[src/rtl/mem_ctrl.sv]
// mem_ctrl: responder for LSB memory requests and instruction fetches.
//
// Each accepted request is serialized onto a byte-wide synchronous RAM bus,
// one byte per cycle, little-endian. Loads are sign- or zero-extended before
// being returned to the LSB; fetches always return a full 32-bit word. LSB
// requests take priority over fetches, and only one transaction is in flight.
//
// Handshake: ls_enable / if_enable are level requests, sampled only in IDLE.
// A request is accepted on the clock edge that ends a cycle in which the
// controller is IDLE, rdy_in is high, clear is low and neither finished pulse
// is high. Completion is a single-cycle ls_finished / if_finished pulse with
// the result valid in the same cycle. There is no back-pressure on the result.
//
// Optional feature (macro IO_STALL_EN): a store whose addr[17:16] == 2'b11
// holds off its first byte while io_buffer_full is high. Without the macro
// io_buffer_full is ignored.
//
// Ports:
//   clk_in, rst_in (async, active-high), rdy_in (global freeze when low)
//   clear          pipeline flush
//   ls_enable, addr, lsb_type, store_val  -> LSB request
//   ls_finished, load_val                 -> LSB completion
//   if_enable, if_addr                    -> fetch request
//   if_finished, if_data                  -> fetch completion
//   mem_din, mem_dout, mem_a, mem_wr      -> byte RAM bus
//   io_buffer_full                        -> UART buffer status
//   dbg_state_o                           -> current FSM state
module mem_ctrl #(
  parameter int ADDR_W = 32
) (
  input  logic              clk_in,
  input  logic              rst_in,
  input  logic              rdy_in,
  input  logic              clear,
  input  logic              ls_enable,
  input  logic [ADDR_W-1:0] addr,
  input  logic [3:0]        lsb_type,
  input  logic [31:0]       store_val,
  output logic              ls_finished,
  output logic [31:0]       load_val,
  input  logic              if_enable,
  input  logic [ADDR_W-1:0] if_addr,
  output logic              if_finished,
  output logic [31:0]       if_data,
  input  logic [7:0]        mem_din,
  output logic [7:0]        mem_dout,
  output logic [ADDR_W-1:0] mem_a,
  output logic              mem_wr,
  input  logic              io_buffer_full,
  output logic [1:0]        dbg_state_o
);

  typedef enum logic [1:0] {
    IDLE  = 2'd0,
    LOAD  = 2'd1,
    STORE = 2'd2,
    FETCH = 2'd3
  } state_t;

  state_t            state_q;
  logic [ADDR_W-1:0] addr_q;
  logic [3:0]        type_q;
  logic [31:0]       store_q;
  logic [31:0]       acc_q;
  logic [2:0]        len_q;
  logic [2:0]        idx_q;
  logic              clr_q;

  logic              ls_fin_q;
  logic              if_fin_q;
  logic [31:0]       load_val_q;
  logic [31:0]       if_data_q;
  logic [7:0]        mem_dout_q;
  logic [ADDR_W-1:0] mem_a_q;
  logic              mem_wr_q;

  logic [2:0]        idx_nx_d;
  logic [ADDR_W-1:0] addr_nx_d;
  logic [31:0]       acc_d;
  logic [31:0]       ext_d;
  logic [7:0]        byte_nx_d;
  logic [2:0]        req_len_d;
  logic              sample_ok_d;
  logic              io_block_d;

`ifdef IO_STALL_EN
  assign io_block_d = (addr[17:16] == 2'b11) && io_buffer_full;
`else
  logic unused_io;
  assign unused_io  = io_buffer_full;
  assign io_block_d = 1'b0;
`endif

  always_comb begin
    idx_nx_d  = idx_q + 3'd1;
    addr_nx_d = addr_q + ADDR_W'(idx_nx_d);

    // In LOAD/FETCH, idx_q counts cycles since the first address went out;
    // the byte arriving now belongs to address index idx_q-1.
    acc_d = acc_q;
    case (idx_q)
      3'd1:    acc_d[7:0]   = mem_din;
      3'd2:    acc_d[15:8]  = mem_din;
      3'd3:    acc_d[23:16] = mem_din;
      3'd4:    acc_d[31:24] = mem_din;
      default: ;
    endcase

    ext_d = acc_d;
    case (type_q[1:0])
      2'b00:   ext_d = type_q[2] ? {24'd0, acc_d[7:0]}  : {{24{acc_d[7]}}, acc_d[7:0]};
      2'b01:   ext_d = type_q[2] ? {16'd0, acc_d[15:0]} : {{16{acc_d[15]}}, acc_d[15:0]};
      default: ext_d = acc_d;
    endcase

    case (idx_nx_d)
      3'd1:    byte_nx_d = store_q[15:8];
      3'd2:    byte_nx_d = store_q[23:16];
      3'd3:    byte_nx_d = store_q[31:24];
      default: byte_nx_d = store_q[7:0];
    endcase

    case (lsb_type[1:0])
      2'b00:   req_len_d = 3'd1;
      2'b01:   req_len_d = 3'd2;
      default: req_len_d = 3'd4;
    endcase

    // The finished-pulse terms guarantee an IDLE gap after every completion.
    sample_ok_d = !clear && !ls_fin_q && !if_fin_q;
  end

  always_ff @(posedge clk_in or posedge rst_in) begin
    if (rst_in) begin
      state_q    <= IDLE;
      addr_q     <= '0;
      type_q     <= '0;
      store_q    <= '0;
      acc_q      <= '0;
      len_q      <= '0;
      idx_q      <= '0;
      clr_q      <= 1'b0;
      ls_fin_q   <= 1'b0;
      if_fin_q   <= 1'b0;
      load_val_q <= '0;
      if_data_q  <= '0;
      mem_dout_q <= '0;
      mem_a_q    <= '0;
      mem_wr_q   <= 1'b0;
    end else if (rdy_in) begin
      ls_fin_q <= 1'b0;
      if_fin_q <= 1'b0;
      case (state_q)
        IDLE: begin
          if (sample_ok_d && ls_enable) begin
            addr_q  <= addr;
            type_q  <= lsb_type;
            store_q <= store_val;
            len_q   <= req_len_d;
            idx_q   <= 3'd0;
            acc_q   <= '0;
            clr_q   <= 1'b0;
            if (lsb_type[3]) begin
              state_q <= STORE;
              if (io_block_d) begin
                // Byte 0 is held back until the UART buffer drains.
                mem_wr_q   <= 1'b0;
                mem_a_q    <= '0;
                mem_dout_q <= '0;
              end else begin
                mem_wr_q   <= 1'b1;
                mem_a_q    <= addr;
                mem_dout_q <= store_val[7:0];
              end
            end else begin
              state_q  <= LOAD;
              mem_wr_q <= 1'b0;
              mem_a_q  <= addr;
            end
          end else if (sample_ok_d && if_enable) begin
            state_q  <= FETCH;
            addr_q   <= if_addr;
            type_q   <= 4'b0010;
            len_q    <= 3'd4;
            idx_q    <= 3'd0;
            acc_q    <= '0;
            clr_q    <= 1'b0;
            mem_wr_q <= 1'b0;
            mem_a_q  <= if_addr;
          end
        end

        LOAD, FETCH: begin
          if (clear) begin
            // Abort: partial data is dropped and no completion is reported.
            state_q <= IDLE;
            idx_q   <= 3'd0;
            mem_a_q <= '0;
          end else begin
            acc_q <= acc_d;
            if (idx_q == len_q) begin
              state_q <= IDLE;
              idx_q   <= 3'd0;
              if (state_q == LOAD) begin
                ls_fin_q   <= 1'b1;
                load_val_q <= ext_d;
              end else begin
                if_fin_q  <= 1'b1;
                if_data_q <= acc_d;
              end
            end else begin
              idx_q   <= idx_nx_d;
              mem_a_q <= (idx_nx_d < len_q) ? addr_nx_d : '0;
            end
          end
        end

        STORE: begin
          // A flush cannot cancel a store already on the bus; it only
          // silences the completion pulse.
          clr_q <= clr_q | clear;
          if (!mem_wr_q) begin
            if (!io_buffer_full) begin
              mem_wr_q   <= 1'b1;
              mem_a_q    <= addr_q;
              mem_dout_q <= store_q[7:0];
            end
          end else if (idx_q == len_q - 3'd1) begin
            state_q    <= IDLE;
            idx_q      <= 3'd0;
            mem_wr_q   <= 1'b0;
            mem_a_q    <= '0;
            mem_dout_q <= '0;
            ls_fin_q   <= !(clr_q | clear);
            load_val_q <= '0;
          end else begin
            idx_q      <= idx_nx_d;
            mem_a_q    <= addr_nx_d;
            mem_dout_q <= byte_nx_d;
          end
        end

        default: state_q <= IDLE;
      endcase
    end
  end

  assign ls_finished = ls_fin_q;
  assign load_val    = load_val_q;
  assign if_finished = if_fin_q;
  assign if_data     = if_data_q;
  assign mem_dout    = mem_dout_q;
  assign mem_a       = mem_a_q;
  assign mem_wr      = mem_wr_q;
  assign dbg_state_o = state_q;

endmodule

[config.mk]
export PLATFORM = sky130hd
export DESIGN_NAME = mem_ctrl
export DESIGN_NICKNAME = d
export VERILOG_FILES = /design/src/rtl/mem_ctrl.sv
export SDC_FILE = /design/constraint.sdc
export NUM_CORES = 1
export LEC_CHECK = 0
export CELL_PAD_IN_SITES_DETAIL_PLACEMENT = 0
export CELL_PAD_IN_SITES_GLOBAL_PLACEMENT = 1
export CORE_MARGIN = 2
export CORE_UTILIZATION = 43
export CTS_CLUSTER_SIZE = 14
export DETAILED_ROUTE_END_ITERATION = 12
export PLACE_DENSITY = 0.89
export RECOVER_POWER = 25
export SYNTH_ARGS = -nofsm -noshare
export SYNTH_HDL_FRONTEND = slang
export SYNTH_SLANG_ARGS = --single-unit
[constraint.sdc]
create_clock -name clk_in -period 10.8 [get_ports clk_in]
set_input_delay 1.08 -clock clk_in [delete_from_list [all_inputs] [get_ports clk_in]]
set_output_delay 1.08 -clock clk_in [all_outputs]
set_load 0.01 [all_outputs]
==> results.sh <==
export IMPL_outcome="finished with violations"
export IMPL_violations="max-capacitance violations, max-slew violations"
export IMPL_htreeDepth=1
export IMPL_drtAntennaViolNets=0
export IMPL_worst_path_max_fanout=145
export IMPL_synth_compound_area_frac=0.211
export IMPL_synth_nets=1165
export IMPL_clk_insertion_delay_late_ns=0.50
export IMPL_use_met3=0.0421
export IMPL_die_height_um=162
export IMPL_p_int_uw=2240
export IMPL_setup_violations_final=0
export IMPL_ios=224
export IMPL_ys_seq_area_frac=0.502
export IMPL_holdPathStages=2
export IMPL_skew_ns=0.0155
export IMPL_min_path_type="flop to flop"
export IMPL_n_antenna_cell=0
export IMPL_pwr_share_comb=0.410
export IMPL_leakagePower_uw=0.00610
export IMPL_synth_adder_area_share=0.0217
export IMPL_cts_tree="yes"
export IMPL_gr_usage_met2=0.342
export IMPL_fmax_ghz=0.173
export IMPL_synthMuxAreaShare=0.101
export IMPL_synthXorXnorAreaFrac=0.00619
export IMPL_end_kind="asynchronous set/reset pin"
export IMPL_final_cell_area_um2=13800
export IMPL_p_switching_uw=1370
export IMPL_areaGrowthSynthToFinish_pct=29.1
export IMPL_postCtsSetupBuffers=0
export IMPL_synthDistinctLibCells=71
export IMPL_regToRegSetupSlack_ns=7.04
export IMPL_cts_sinks=215
export IMPL_grt_pass1_vias=8506
export IMPL_grt_overflow_total=0
export IMPL_drive_gt1_frac=0.0967
export IMPL_cts_resized=0
export IMPL_yosysWarnings=0
export IMPL_gp_routability_congestion=0.864
export IMPL_synthSimpleGateAreaFrac=0.114
export IMPL_dieArea_um2=26200
export IMPL_slew_violations=146
export IMPL_grt_pass1_wl_um=46500
export IMPL_syn_cell_area_um2=10700
export IMPL_tightest_slew_ns=6.26
export IMPL_instances_no_fill=1554
export IMPL_hold_viol_final=0
export IMPL_synthFlopType="dfrtp_1"
export IMPL_wl_per_cell_um=18.5
export IMPL_cts_root_buf="clkbuf_16"
export IMPL_synthArstFlopShare=1.00
export IMPL_busiest_layer="met2"
export IMPL_rows=57
export IMPL_r2r_end="mem_a[13]$_DFFE_PP0P_"
export IMPL_postSynthCellCount=1032
export IMPL_criticalPathCategory="primary input to asynchronous set/reset pin"
export IMPL_crit_arrival_ns=6.29
export IMPL_synth_seq_cells=215
export IMPL_die_x_um=162
export IMPL_drc=0
export IMPL_clkTransAtPathRegs_ns=0.06
export IMPL_crit_path_start_kind="primary input"
export IMPL_holdPathEnd="if_data[4]$_DFFE_PP0P_"
export IMPL_io_buffers=223
export IMPL_grtUsageMet1=0.321
export IMPL_antenna_found_initial=1
export IMPL_grt_usage=0.220
export IMPL_cap_violations=1
export IMPL_drt_pass1_iter_count=5
export IMPL_ff2ff_path_depth=10
export IMPL_relSlewSlack=-3.20
export IMPL_setup_tns_ns=0
export IMPL_syn_area_per_cell_um2=10.4
export IMPL_required_ns=11.30
export IMPL_synth_top_family_by_area="compound AO/OA/AOI/OAI gates"
export IMPL_cts_max_path_buffers=3
export IMPL_grt_start_max_net_pins=146
export IMPL_crit_start="rst_in"
export IMPL_rsz0062_at_grt="false"
export IMPL_place_inst=1515
export IMPL_finalWirelength_um=28800
export IMPL_vias=8794
export IMPL_period_share=0.536
export IMPL_synth_edf_count=0
export IMPL_power_density_nw_per_um2=261
export IMPL_fillerInstances=2150
export IMPL_place_hpwl_um=19900
export IMPL_start_util=0.439
export IMPL_placeableCoreArea_um2=24400
export IMPL_viasPerCell=5.66
export IMPL_pwr_share_clk=0.220
export IMPL_min_period_ns=5.79
export IMPL_postPlaceCellArea_um2=13100
export IMPL_worstHoldStart="if_data[4]$_DFFE_PP0P_"
export IMPL_vdd_drop_max_mv=0.148
export IMPL_first_iter_violations=736
export IMPL_switching_share=0.379
export IMPL_seqPwrFrac=0.370
export IMPL_cts_buffers=23
export IMPL_hold_buffers=0
export IMPL_rr_startpoint="dbg_state_o[0]$_DFFE_PP0P_"
export IMPL_nNetsFinal=1349
-- worst max-delay path by stage --
stage / end / slack (ns) / depth (start not counted)
floorplan: acc_q[0]$_DFFE_PP0P_ / 3.84 / 1
global placement: mem_a[13]$_DFFE_PP0P_ / 6.81 / 8
detailed placement: mem_a[13]$_DFFE_PP0P_ / 6.67 / 8
CTS: mem_a[13]$_DFFE_PP0P_ / 7.06 / 10
global route: load_val[23]$_DFFE_PP0P_ / 3.90 / 2
finish: mem_a[18]$_DFFE_PP0P_ / 5.01 / 3
-- final cells by class --
class | count | area [um^2] | area share
Clock inverter | 4 | 72.6 | 0.00525
Sequential cell | 215 | 5380 | 0.389
Timing Repair Buffer | 235 | 2320 | 0.168
Inverter | 22 | 83.8 | 0.00606
Clock buffer | 35 | 691 | 0.0499
Multi-Input combinational cell | 719 | 4880 | 0.353
Tap cell | 324 | 405 | 0.0293
-- Yosys cell counts, types with 3 or more instances --
master	count	area [um^2]
and3_1	13	81.3
buf_6	8	90.1
o21ai_1	15	75.1
a21oi_1	49	245
nand3_1	16	80.1
and2_1	5	31.3
o31ai_1	30	225
o21ai_0	70	350
ha_1	17	213
buf_4	3	22.5
a221o_1	5	50.1
o21ai_2	18	158
nor3_1	10	50.1
inv_1	22	82.6
or4_1	4	30.0
and4_1	5	43.8
mux2_2	38	428
nand2_1	151	567
a21o_1	21	158
o21a_1	8	60.1
buf_2	25	125
a31oi_1	13	81.3
buf_1	5	18.8
xor2_1	4	35.0
dfrtp_1	215	5380
nand4_1	8	50.1
a211o_1	3	26.3
a22o_1	31	272
a32o_1	4	40.0
a31o_2	3	26.3
a211oi_1	20	150
clkbuf_1	35	131
mux2i_1	65	651
nor2_1	31	116
o221ai_1	8	70.1
a222oi_1	8	80.1
nand2b_1	3	18.8
nor2b_1	3	18.8
-- routing by layer --
metal | part of all wire | vias to the layer above
met1 | 0.46 | 4289
met5 | 0.00035 | -
met2 | 0.45 | 305
met4 | 0.019 | 2
li1 | - | 4161
met3 | 0.067 | 37
-- per-stage QoR --
step	hold WS [ns]	setup WS (ns)	util	total power, uW
2_1_floorplan	0.448	3.84	-	2240
3_3_place_gp	0.458	6.81	0.536	2790
3_5_place_dp	0.466	6.67	0.536	2820
4_1_cts	0.479	7.06	0.568	3630
5_1_grt	0.494	3.90	0.567	3860
6_report	0.474	5.01	0.567	3610
-- critical path: stages --
cell and delay, ns:
dlygate4sd3_1 0.54, clkinvlp_2 3.45, buf_4 1.12
-- registers in the layout, summed over array words and instances, names as in the netlist, 2 cells and up --
register / cells
acc_q: 32
addr_q: 32
dbg_state_o: 2
idx_q: 3
if_data: 32
len_q: 3
load_val: 32
mem_a: 32
mem_dout: 8
store_q: 32
type_q: 3
-- kinds of logic after synthesis --
logic type / after synthesis
multiplexers: 103
adder cells (fa/ha/maj): 18
flip-flops: 215
AO/OA/AOI/OAI: 329
XOR/XNOR: 6
AND/OR/NAND/NOR: 263
buffers and inverters: 98
-- cells in the final DEF, fill, tap and decap left out, types with 18 or more instances in the layout --
cell / instances
a211oi_1: 20
a21o_1: 21
a21oi_1: 49
a22o_1: 31
clkbuf_16: 23
clkdlybuf4s50_1: 222
dfrtp_1: 215
inv_1: 21
mux2_2: 38
mux2i_1: 65
nand2_1: 151
nor2_1: 30
o21ai_0: 70
o21ai_2: 18
o31ai_1: 30
-- power groups by stage --
stage	sequential (uW)	combinational [uW]	clock, uW
floorplan	1320	922	0
global placement	1330	1460	0
detailed placement	1340	1480	0
CTS	1330	1490	811
global route	1380	1640	843
finish	1340	1480	794
(Power assumes the default switching activity.)
